==> src/rtl/hwt_trigger_seq.sv <==
// ============================================================================
// hwt_trigger_seq
// Sequential rare-event trojan benchmark: counts consecutive predicate matches
// and opens a timed window in which the registered output is inverted.
// Revision: 1.0
// ============================================================================
`default_nettype none

module hwt_trigger_seq #(
    parameter int TRIG_COUNT     = 4,
    parameter int CNT_W          = 3,
    parameter int PAYLOAD_CYCLES = 8,
    parameter int PAY_W          = 4,
    parameter int FIRE_W         = 8
) (
    input  logic              clk,
    input  logic              rst,
    input  logic              A,
    input  logic              B,
    input  logic              C,
    input  logic              D,
    output logic              Y,
    output logic              armed,
    output logic [CNT_W-1:0]  trig_cnt,
    output logic [FIRE_W-1:0] fire_cnt
);

    typedef enum logic [1:0] {
        ST_IDLE  = 2'd0,
        ST_COUNT = 2'd1,
        ST_ARMED = 2'd2
    } state_t;

    localparam logic [CNT_W:0]    c_TRIG_TARGET  = (CNT_W+1)'(TRIG_COUNT);
    localparam logic              c_ARM_ON_FIRST = (TRIG_COUNT == 1);
    localparam logic [PAY_W-1:0]  c_PAY_LOAD     = PAY_W'(PAYLOAD_CYCLES - 1);
    localparam logic [FIRE_W-1:0] c_FIRE_MAX     = '1;

    state_t              state_q, state_d;
    logic [CNT_W-1:0]    trig_q, trig_d;
    logic [PAY_W-1:0]    pay_q, pay_d;
    logic [FIRE_W-1:0]   fire_q, fire_d;
    logic                y_q, y_d;

    logic                w_cond;
    logic                w_is_armed;
    logic                w_arm_entry;
    logic [CNT_W:0]      w_trig_inc;

    assign w_cond     = D & ((A & B) | C);
    assign w_is_armed = (state_q == ST_ARMED);
    assign w_trig_inc = {1'b0, trig_q} + {{CNT_W{1'b0}}, 1'b1};

    always_comb begin
        state_d     = state_q;
        trig_d      = trig_q;
        pay_d       = pay_q;
        fire_d      = fire_q;
        w_arm_entry = 1'b0;
        y_d         = w_cond ^ w_is_armed;

        case (state_q)
            ST_IDLE: begin
                trig_d = '0;
                if (w_cond) begin
                    if (c_ARM_ON_FIRST) begin
                        w_arm_entry = 1'b1;
                    end else begin
                        state_d = ST_COUNT;
                        trig_d  = {{(CNT_W-1){1'b0}}, 1'b1};
                    end
                end
            end
            ST_COUNT: begin
                if (!w_cond) begin
                    state_d = ST_IDLE;
                    trig_d  = '0;
                end else if (w_trig_inc == c_TRIG_TARGET) begin
                    w_arm_entry = 1'b1;
                end else begin
                    trig_d = w_trig_inc[CNT_W-1:0];
                end
            end
            ST_ARMED: begin
                // Predicate is deliberately ignored here; only the timer matters.
                trig_d = '0;
                if (pay_q == '0) begin
                    state_d = ST_IDLE;
                end else begin
                    pay_d = pay_q - PAY_W'(1);
                end
            end
            default: begin
                state_d = ST_IDLE;
                trig_d  = '0;
                pay_d   = '0;
            end
        endcase

        if (w_arm_entry) begin
            state_d = ST_ARMED;
            trig_d  = '0;
            pay_d   = c_PAY_LOAD;
            if (fire_q != c_FIRE_MAX) begin
                fire_d = fire_q + FIRE_W'(1);
            end
        end
    end

    always_ff @(posedge clk or posedge rst) begin
        if (rst) begin
            state_q <= ST_IDLE;
            trig_q  <= '0;
            pay_q   <= '0;
            fire_q  <= '0;
            y_q     <= 1'b0;
        end else begin
            state_q <= state_d;
            trig_q  <= trig_d;
            pay_q   <= pay_d;
            fire_q  <= fire_d;
            y_q     <= y_d;
        end
    end

    assign Y        = y_q;
    assign armed    = w_is_armed;
    assign trig_cnt = trig_q;
    assign fire_cnt = fire_q;

endmodule

`default_nettype wire
==> config.mk <==
export PLATFORM = sky130hd
export DESIGN_NAME = hwt_trigger_seq
export DESIGN_NICKNAME = d
export VERILOG_FILES = /design/src/rtl/hwt_trigger_seq.sv
export SDC_FILE = /design/constraint.sdc
export NUM_CORES = 1
export LEC_CHECK = 0
export CELL_PAD_IN_SITES_DETAIL_PLACEMENT = 2
export CELL_PAD_IN_SITES_GLOBAL_PLACEMENT = 2
export CORE_UTILIZATION = 35
export DETAILED_ROUTE_END_ITERATION = 8
export PLACE_DENSITY = 0.92
export SETUP_SLACK_MARGIN = 0.4
export SLEW_MARGIN = 20
export SYNTH_ARGS = -nofsm -noshare
export SYNTH_HDL_FRONTEND = slang
export SYNTH_SLANG_ARGS = --single-unit
==> constraint.sdc <==
create_clock -name clk -period 2.56 [get_ports clk]
set_input_delay 0.256 -clock clk [delete_from_list [all_inputs] [get_ports clk]]
set_output_delay 0.256 -clock clk [all_outputs]
set_load 0.01 [all_outputs]
==> key figures, run 1 <==
Drt
  – Via/cell ratio: 5.757
  – DRC: 0
  – DR iter-0 viols: 5
  – Met1 Wirelength: 1098 microns
  – DRT Wirelength: 2485 microns
  – Metal2 WL: 1295 microns
  – WL per Instance: 17.75 microns
  – Met3 WL: 76 microns
  – Post-route ant nets: 0
  – DR vias: 806
  – Top Metal Used: met4
  – 1st-pass router iterations: 3

Logic synthesis
  – Synth Area in Compound Gates: 0.1599
  – Number of synthesized flops with an enable pin: 0
  – Synth cell types: 41
  – Synth async-reset ratio: 1.000
  – Synth Instances: 89
  – Mux cell area share after synthesis: 0.02267
  – Yosys warning total: 0
  – Area share of fa/ha/maj cells after synthesis: 0.05038
  – Simple-gate share of the synthesized area: 0.2506
  – Netlist Area Pre-Place: 993.5 sq um
  – Post-synthesis sequential area ratio: 0.4534
  – Post-synthesis xor/xnor area fraction: 0.04408
  – Largest family of logic cells by synthesized area: simple AND/OR/NAND/NOR gates
  – Syn Nets: 99
  – Top_reg_cell synth: dfrtp_1
  – Register bit total from synthesis: 18
  – Mean post-synth cell area: 11.16 sq um

STA
  – Max-slew violation count: 0
  – Final setup TNS: 0 ps
  – Final setup violation count: 0
  – Slew HR: 0.5139
  – Worst Tran Pin Value: 728.3 ps
  – Fmax: 507.9 MHz
  – Unrepaired setup endpoints after global routing: false
  – Fin. Hold Viols: 0
  – Fin crit period: 1969 ps
  – Worst Setup Slack, final: 591.2 ps
  – Tcrit/Tclk final: 0.7691
  – Layout Skew: 4.180 ps

Floorplan
  – Core ar.: 0.002567 sq mm
  – Starting Density: 0.3869
  – Cell Rows: 18
  – Die Y: 55.28 microns
  – Io pins: 19
  – Die area: 0.003055 sq mm
  – Die span in x: 55.28 microns

Setup path
  – CP Launch Type: register
  – Required @ worst endpoint: 2300 ps
  – Worst endpoint data arrival time: 1710 ps
  – Crit path max fanout: 7
  – Critical-path cell list: nand2b_1 -> inv_1 -> clkdlybuf4s50_1
  – Crit. End Element: output pin
  – CP max stage cell: clkdlybuf4s50_1
  – Critical path class: register to output pin
  – Max stage delay on crit path: 550 ps

Finish
  – Most frequent cells in the layout: dfrtp_1 (18), clkdlybuf4s50_1 (18), o21ai_0 (5), nor4_1 (5), inv_1 (5)
  – Area growth syn-to-layout: 24.18%
  – Nets: 122
  – Share of layout cells above drive strength 1: 0.1182
  – # fillers: 284
  – Ant diodes: 0

Placed design
  – Worst slack, placed: 689.8 ps
  – Gpl congestion: 0.8149
  – Buffers on Ports: 18
  – Dpl hpwl: 1875 microns

Clock tree
  – Postcts setup bufs: 0
  – Worst skew pair latency: 300 ps
  – Clock slew at reported path FFs: 100 ps
  – H-Tree Level Count: 1
  – Clk buf depth: 2
  – CTS sink count: 18
  – Post-CTS Resized: 0
  – Root Buffer: clkbuf_4
  – CTS Buf Count: 3
  – CTS Hold Bufs: 0
  – TritonCTS clock tree: built

Global routing
  – Pin count of the biggest net entering global routing: 19
  – Gr ovfl total: 0
  – Vias in the first global route: 904
  – Initial antenna violation count: 0
  – Global-route wire length before repair: 4471 microns
  – Gr usage total: 0.1846

Power
  – Worst vdd ir: 0.3454 mV
  – Leak: 0.5342 nW
  – Power Density: 407.4 mW/mm^2
  – Final total power: 0.0005026 W

Run status
  – Run status: complete, no violations

Flow run
  – Max-Cap Viols: 0

Hold path
  – Worst hold path type: input port to async pin
power by group:
group | switching, W | total [W] | internal (W)
Combinational | 0.0000244 | 0.0000523 | 0.0000279
Sequential | 0.0000121 | 0.000305 | 0.000293
Clock | 0.0000906 | 0.000146 | 0.0000549
synthesized netlist by cell type, types with 2 or more instances:
cell / number / area, sq um
xor2_1: 4 / 35.03
nand3_1: 3 / 15.01
nand4_1: 3 / 18.77
mux2_2: 2 / 22.52
nand2b_1: 4 / 25.02
inv_1: 5 / 18.77
ha_1: 4 / 50.05
dfrtp_1: 18 / 450.4
nor2_1: 2 / 7.510
and3_1: 3 / 18.77
o21ai_0: 5 / 25.02
nor4_1: 5 / 31.28
nand2_1: 3 / 11.26
cell families after synthesis:
logic type / after synthesis
xor gates and xnor gates: 5
DFF: 18
buffers and inverters: 5
muxes: 2
AOI/OAI and AO/OA: 20
and+or+nand+nor: 35
adders and majority gates: 4
worst max-delay path: cells and delay by family, from the launching register on:
kind	cells	cell delay [ps]
AND/OR/NAND/NOR	1	240
buffers and inverters	2	700
flip-flops	1	470
state kept, by name (all words and copies together) (netlist names):
register / cells
fire_cnt: 8
pay_q: 4
trig_cnt: 3
state_q: 2
Y: 1
metrics by stage:
step	area, sq um	util	hold WS (ps)	instances
3_3_place_gp	1211	0.4717	498.9	137
5_1_grt	1234	0.4805	448.6	140
4_1_cts	1234	0.4805	384.9	140
3_5_place_dp	1211	0.4717	505.0	137
2_1_floorplan	993.5	-	194.6	89
6_report	1234	0.4805	366.8	140
metal layers:
metal | vias up | global-route usage
met5 | - | 0
met4 | 0 | 0.05357
met3 | 2 | 0.03981
met2 | 12 | 0.3115
met1 | 413 | 0.2370
li1 | 379 | -
layout make-up:
class	instances	area, sq um	area share
Inverter	5	18.77	0.01521
Timing Repair Buffer	18	180.2	0.1460
Multi-Input combinational cell	66	524.3	0.4250
Clock buffer	3	22.52	0.01826
Sequential cell	18	450.4	0.3651
Tap cell	30	37.54	0.03043
worst paths after layout:
path                              from     endpoint  slack, ps  cells past startpoint
setup / recovery            state_q[0]        armed        590                      3
hold / removal                     rst  trig_cnt[1]        370                      2
setup reg to reg           trig_cnt[0]  fire_cnt[1]        760                      5
hold reg to reg            fire_cnt[5]  fire_cnt[5]        520                      1
max in group asynchronous          rst     pay_q[0]       1730                      2
min in group clk           fire_cnt[5]  fire_cnt[5]        520                      1
No activity file was read; power rests on OpenSTA's default activity.
==> run 2, diff against run 1 <==
--- a/config.mk
+++ b/config.mk
@@ -7,9 +7,9 @@
 export LEC_CHECK = 0
 export CELL_PAD_IN_SITES_DETAIL_PLACEMENT = 2
 export CELL_PAD_IN_SITES_GLOBAL_PLACEMENT = 2
-export CORE_UTILIZATION = 35
+export CORE_UTILIZATION = 32
 export DETAILED_ROUTE_END_ITERATION = 8
-export PLACE_DENSITY = 0.92
+export PLACE_DENSITY = 0.85
 export SETUP_SLACK_MARGIN = 0.4
 export SLEW_MARGIN = 20
 export SYNTH_ARGS = -nofsm -noshare
==> constraint.sdc (replaced) <==
create_clock -name clk -period 2 [get_ports clk]
set_input_delay 0.2 -clock clk [delete_from_list [all_inputs] [get_ports clk]]
set_output_delay 0.2 -clock clk [all_outputs]
set_load 0.01 [all_outputs]
==> run 2 against run 1 <==
Net effect: critical endpoint is now fire_cnt[2]; critical path depth rose by 3; worst setup slack worse by 320 ps; power rose by 35%; clock power grew 27%; the flow now finishes with violations (DRC); core utilization grew 7.4 points.
==> key figures, run 2 (synthesis results as in run 1) <==
STA
  – Fin. Hold Viols: 0 (unchanged)
  – Unrepaired setup endpoints after global routing: true (was false)
  – Fmax: 578.7 MHz
  – Max-slew violation count: 0 (unchanged)
  – Final setup violation count: 0 (unchanged)
  – Slew HR: 0.7319 (was 0.5139)
  – Tcrit/Tclk final: 0.8641
  – Final hold slack: 214.8 ps (was 366.8 ps)
  – Layout Skew: 7.598 ps (was 4.180 ps)
  – Final setup TNS: 0 ps (unchanged)
  – Fin crit period: 1728 ps
  – Worst Tran Pin Value: 401.0 ps (was 728.3 ps)

Drt
  – Metal2 WL: 1931 microns (was 1295 microns)
  – Met3 WL: 152 microns (was 76 microns)
  – DRT Wirelength: 3591 microns (was 2485 microns)
  – Post-route ant nets: 0 (unchanged)
  – Met1 Wirelength: 1468 microns (was 1098 microns)
  – DR vias: 918 (was 806)
  – DR iter-0 viols: 26 (was 5)
  – 1st-pass router iterations: 8 (was 3)
  – DRC: 1 (was 0)
  – Top Metal Used: met4 (unchanged)
  – WL per Instance: 22.58 microns (was 17.75 microns)
  – Via/cell ratio: 5.774 (was 5.757)

Setup path
  – Required @ worst endpoint: 2220 ps (was 2300 ps)
  – Critical path class: register to register (was register to output pin)
  – Worst R2R End: fire_cnt[2] (was fire_cnt[1])
  – Critical-path cell list: ha_4 -> nor2b_4 -> buf_6 -> a21oi_4 -> nor4b_2 -> a2bb2oi_1 (was nand2b_1 -> inv_1 -> clkdlybuf4s50_1)
  – FF-to-FF path depth: 6 (was 5)
  – Critical Path End: fire_cnt[2] (was armed)
  – Reg-to-Reg Start: trig_cnt[1] (was trig_cnt[0])
  – Worst endpoint data arrival time: 1950 ps (was 1710 ps)
  – Crit path max fanout: 5 (was 7)
  – R2r setup slk: 270 ps (was 760 ps)
  – CP Launch Point: trig_cnt[1] (was state_q[0])
  – Crit. End Element: register (was output pin)
  – CP max stage cell: dfrtp_2 (was clkdlybuf4s50_1)
  – CP Launch Type: register (unchanged)
  – Max stage delay on crit path: 450 ps (was 550 ps)

Floorplan
  – Starting Density: 0.3482 (was 0.3869)
  – Core ar.: 0.002853 sq mm (was 0.002567 sq mm)
  – Die Y: 57.72 microns (was 55.28 microns)
  – Die area: 0.003332 sq mm (was 0.003055 sq mm)
  – Cell Rows: 19 (was 18)
  – Die span in x: 57.72 microns (was 55.28 microns)
  – Io pins: 19 (unchanged)

Global routing
  – Gr ovfl total: 0 (unchanged)
  – Initial antenna violation count: 0 (unchanged)
  – Global-route wire length before repair: 4968 microns (was 4471 microns)
  – Vias in the first global route: 976 (was 904)
  – Pin count of the biggest net entering global routing: 19 (unchanged)
  – Gr usage total: 0.2035 (was 0.1846)

Clock tree
  – TritonCTS clock tree: built (unchanged)
  – Clk buf depth: 2 (unchanged)
  – Root Buffer: clkbuf_4 (unchanged)
  – CTS sink count: 18 (unchanged)
  – Worst skew pair latency: 300 ps (about the same)
  – Clock slew at reported path FFs: 100 ps (about the same)
  – H-Tree Level Count: 1 (unchanged)
  – CTS Buf Count: 3 (unchanged)
  – CTS Hold Bufs: 0 (unchanged)

Finish
  – Commonest non-fill, non-tap cell in the layout: dfrtp_1
  – Post-layout util: 0.5544 (was 0.4805)
  – Post-route cell area: 0.001582 sq mm (was 0.001234 sq mm)
  – Area of the multi-input gates: 716.9 sq um (was 524.3 sq um)
  – Ant diodes: 0 (unchanged)
  – # fillers: 266 (was 284)
  – Area growth syn-to-layout: 59.19% (was 24.18%)
  – Max reg flops: 8 (unchanged)
  – Most frequent cells in the layout: dfrtp_1 (14), clkdlybuf4s50_1 (13), buf_4 (13) (was dfrtp_1 (18), clkdlybuf4s50_1 (18), o21ai_0 (5), nor4_1 (5), inv_1 (5))
  – Share of layout cells above drive strength 1: 0.4141 (was 0.1182)
  – FF+latch area: 455.4 sq um (was 450.4 sq um)
  – Nets: 140 (was 122)

Power
  – Int Power: 0.0004993 W (was 0.0003754 W)
  – Sw frac: 0.2658 (was 0.2530)
  – Power Density: 430.0 mW/mm^2 (was 407.4 mW/mm^2)
  – Clock power share: 0.274 (was 0.290)
  – Sequential fraction of design power: 0.573 (was 0.606)
  – Worst vdd ir: 0.4144 mV (was 0.3454 mV)
  – NetSw: 0.0001808 W (was 0.0001271 W)
  – Leak: 0.7422 nW (was 0.5342 nW)
  – Final total power: 0.0006801 W (was 0.0005026 W)
  – Comb power frac: 0.153 (was 0.104)

Run status
  – Violated checks: DRC
  – Run status: finished, violations left (was complete, no violations)

Hold path
  – Worst hold path type: input port to async pin (unchanged)

Placed design
  – Dpl hpwl: 1840 microns (was 1875 microns)
  – Area of placed instances: 0.001236 sq mm (was 0.001211 sq mm)
  – Gpl congestion: 0.8349 (was 0.8149)
  – Buffers on Ports: 18 (unchanged)

Flow run
  – Max-Cap Viols: 0 (unchanged)
-- run 2: cell count changes in the layout (fill, tap and decap cells not counted), moves of 4 or more --
| cell | change |
|---|---|
| buf_4 | +13 |
| clkdlybuf4s50_1 | -5 |
| dfrtp_1 | -4 |
| dfrtp_2 | +4 |
| dlymetal6s2s_1 | +4 |
-- run 2: cell type report --
class,instances,share of cell area
Sequential cell,18,0.2880
Inverter,5,0.01187
Multi-Input combinational cell,68,0.4533
Tap cell,31,0.02453
Clock buffer,3,0.01424
Timing Repair Buffer,34,0.2081
-- run 2: routing by layer --
metal	vias to the layer above	global-route usage
met5	-	0
met4	0	0.06803
met3	7	0.05804
met2	21	0.3787
met1	470	0.2208
li1	420	-
-- run 2: per-stage QoR --
| stage | setup WS [ps] | cells |
|---|---|---|
| 2_1_floorplan | 388.9 | 89 |
| 3_3_place_gp | 227.9 | 139 |
| 3_5_place_dp | 194.3 | 139 |
| 4_1_cts | 326.2 | 153 |
| 5_1_grt | 203.4 | 159 |
| 6_report | 271.9 | 159 |
-- run 2: worst max-delay path: cells and delay by family, from the launching register on --
family / cells / cell delay [ps]
buffers and inverters: 1 / 130
adders and majority gates: 1 / 180
DFF: 1 / 450
and+or+nand+nor: 2 / 610
AOI/OAI and AO/OA: 2 / 290
-- run 2: timing repair --
| item | in CTS | in global routing |
|---|---|---|
| gates resized for setup | 16 | 23 |
| pin swaps | 6 | 9 |
| endpoints found under the setup margin | 12 | 22 |
| gates cloned | 1 | 1 |
| endpoints found under the hold margin | 0 | 0 |
| buffers inserted | 10 | 5 |
-- run 2: power groups by stage --
stage               clock, W  sequential (W)  combinational [W]
floorplan                  0        0.000398          0.0000263
global placement           0        0.000396          0.0000682
detailed placement         0        0.000397          0.0000704
CTS                 0.000194        0.000388          0.0000876
global route        0.000211        0.000391           0.000111
finish              0.000186        0.000390           0.000104
-- run 2: how the worst min path moves through the flow --
stage,endpoint,slack (ps),cells past startpoint
after floorplan,Y,140,1
after global placement,fire_cnt[5],490,1
after detailed placement,fire_cnt[5],520,1
after CTS,pay_q[2],220,3
after global routing,pay_q[2],240,3
final,pay_q[2],210,3
==> RTL edit, RTL diff (flow settings as in run 2) <==
Register the output `fire_cnt` once more; this adds one clock of latency there. The other outputs are not delayed to match.
--- a/src/rtl/hwt_trigger_seq.sv
+++ b/src/rtl/hwt_trigger_seq.sv
@@ -126,7 +126,13 @@
     assign Y        = y_q;
     assign armed    = w_is_armed;
     assign trig_cnt = trig_q;
-    assign fire_cnt = fire_q;
+    always_ff @(posedge clk or posedge rst) begin
+        if (rst) begin
+            fire_cnt <= '0;
+        end else begin
+            fire_cnt <= fire_q;
+        end
+    end
 
 endmodule
 
Formal check against the unedited RTL: not equivalent (Yosys sat finds a counterexample within 10 cycles, from zero or initial values and one cycle with rst high).
==> RTL edit against run 2 <==
- clock power up 44%
- global-route usage down 4.3 points
- area after synthesis grew 17%
- die area increased by 17%
- sequential cell count increased by 8
- worst setup slack got worse by 0.0076 ns
- final area is 0.63% lower
- total power grew 57%
- routed wire length down 21%
==> RTL edit: results <==
[status]
status = "completed"

[route]
vias_per_cell = 4.67
drt-pass1-iter-count = 4
drt_first_iter_violations = 11
wl_per_cell_um = 16.1

[pwr]
switching_share_pct = 27.8
worst_ir_drop_vdd_mv = 0.323
pwr-share-clk_pct = 25.1
p_leak_nw = 0.816
sequentialPower_mw = 0.608

[clocking]
worstSkewPairLatency_ns = 0.32
cts_buffers = 3
clk_pin_slew_worst_paths_ns = 0.14
htree_levels = 1
cts_root_buf = "clkbuf_4"
clk_path_buf_depth = 2

[yosys]
synth_edf_count = 0
ys.flop_type = "dfrtp_1"
async_reset_ff_share_pct = 100
synthDistinctLibCells = 30
seq_area_frac_synth_pct = 55.9
synth_area_per_cell_sq_um = 11.9
yosysWarnings = 0
syn_nets = 108
ys_top_cells_by_count = "26 x dfrtp_1, 8 x nand2_1, 7 x a21oi_1, 6 x nand2b_1"
synth_area_leaders = "dfrtp_1 56%, ha_1 4.3%, nand2b_1 3.2%"

[critical_path]
crit_path_end_kind = "flop"
critPathArrivalTime_ns = 1.96
reg2regPathDepth = 6
cp-startpoint = "trig_cnt[0]"
timing.rr.end = "fire_q[6]"
crit_path_max_fanout = 5
regToRegSetupSlack_ns = 0.26

[placed_design]
gp_congestion = 0.679
post-place-ws_ns = 0.270
place_inst = 162
io_buffers = 18
dpl.hpwl_um = 1850
dpl-instance-area_sq_um = 1420

[timing]
whs_ns = 0.218
fin_crit_ns = 1.74
fin_worst_skew_ns = 0.00188
worst_pin_slew_ns = 0.389

[grt]
grt_pass1_wl_um = 4820
antenna_found_initial = 0
grt_pass1_vias = 1004
grt_max_degree = 27
grt_use_total_pct = 16.1

[min_path]
min-delay-path-class = "input port to asynchronous set/reset pin"

[layout]
layout.cells.non_filler = 176
final_net_count = 141
reg_top3 = "fire_cnt: 8 flops, fire_q: 8 flops, pay_q: 4 flops"
num_antenna_cells = 0
drive_above_1_share_pct = 25.4
-- RTL edit: cell count changes in the layout (fill, tap and decap cells not counted), moves of 3 or more --
cell             delta
dlymetal6s2s_1      -3
clkdlybuf4s50_1     +3
ha_4                -3
nand2_1             +6
nand4_1             -3
a21oi_1             +7
dfrtp_1            +10
-- RTL edit: layer usage --
layer  wire length, um  global-route usage [%]
met2              1610                    30.5
met5                 0                       0
met1              1150                    18.0
met3                61                    2.76
met4                14                    5.23
-- RTL edit: repair_timing --
item                       CTS  global route
hold buffers                 0             0
gates resized for setup      6             6
pin swaps                    3             1
buffers inserted             8             2
setup endpoints to repair    8            12
-- RTL edit: final cells by class --
class	count	area [sq um]
fill	346	1840
sequential	26	653
multi-input combinational	67	542
timing repair buffer	30	272
tap	46	57.6
clock buffer	4	36.3
inverter	3	11.3
-- RTL edit: stage by stage --
| stage | power, mW | utilization, % |
|---|---|---|
| 6_report | 1.07 | 46.0 |
| 3_5_place_dp | 0.807 | 41.5 |
| 5_1_grt | 1.14 | 46.0 |
| 4_1_cts | 1.08 | 44.7 |
| 3_3_place_gp | 0.791 | 41.5 |
| 2_1_floorplan | 0.744 | - |
-- RTL edit: worst max-delay path, cell delays in order, from the launching register on --
cell and delay, ns:
dfrtp_1 0.44, ha_2 0.21, nand2b_4 0.15, o21ai_4 0.23, and2_4 0.23, nand4_4 0.07
mux2_4 0.31
-- RTL edit: cell families after synthesis --
group                    Yosys count  share of synthesized area (%)
AND/OR/NAND/NOR                   36                           19.2
flip-flops                        26                           55.9
AO/OA/AOI/OAI                     19                           11.3
XOR/XNOR                           6                           4.51
buffers and inverters              5                           2.58
adder cells (fa/ha/maj)            4                           4.30
multiplexers                       2                           2.26
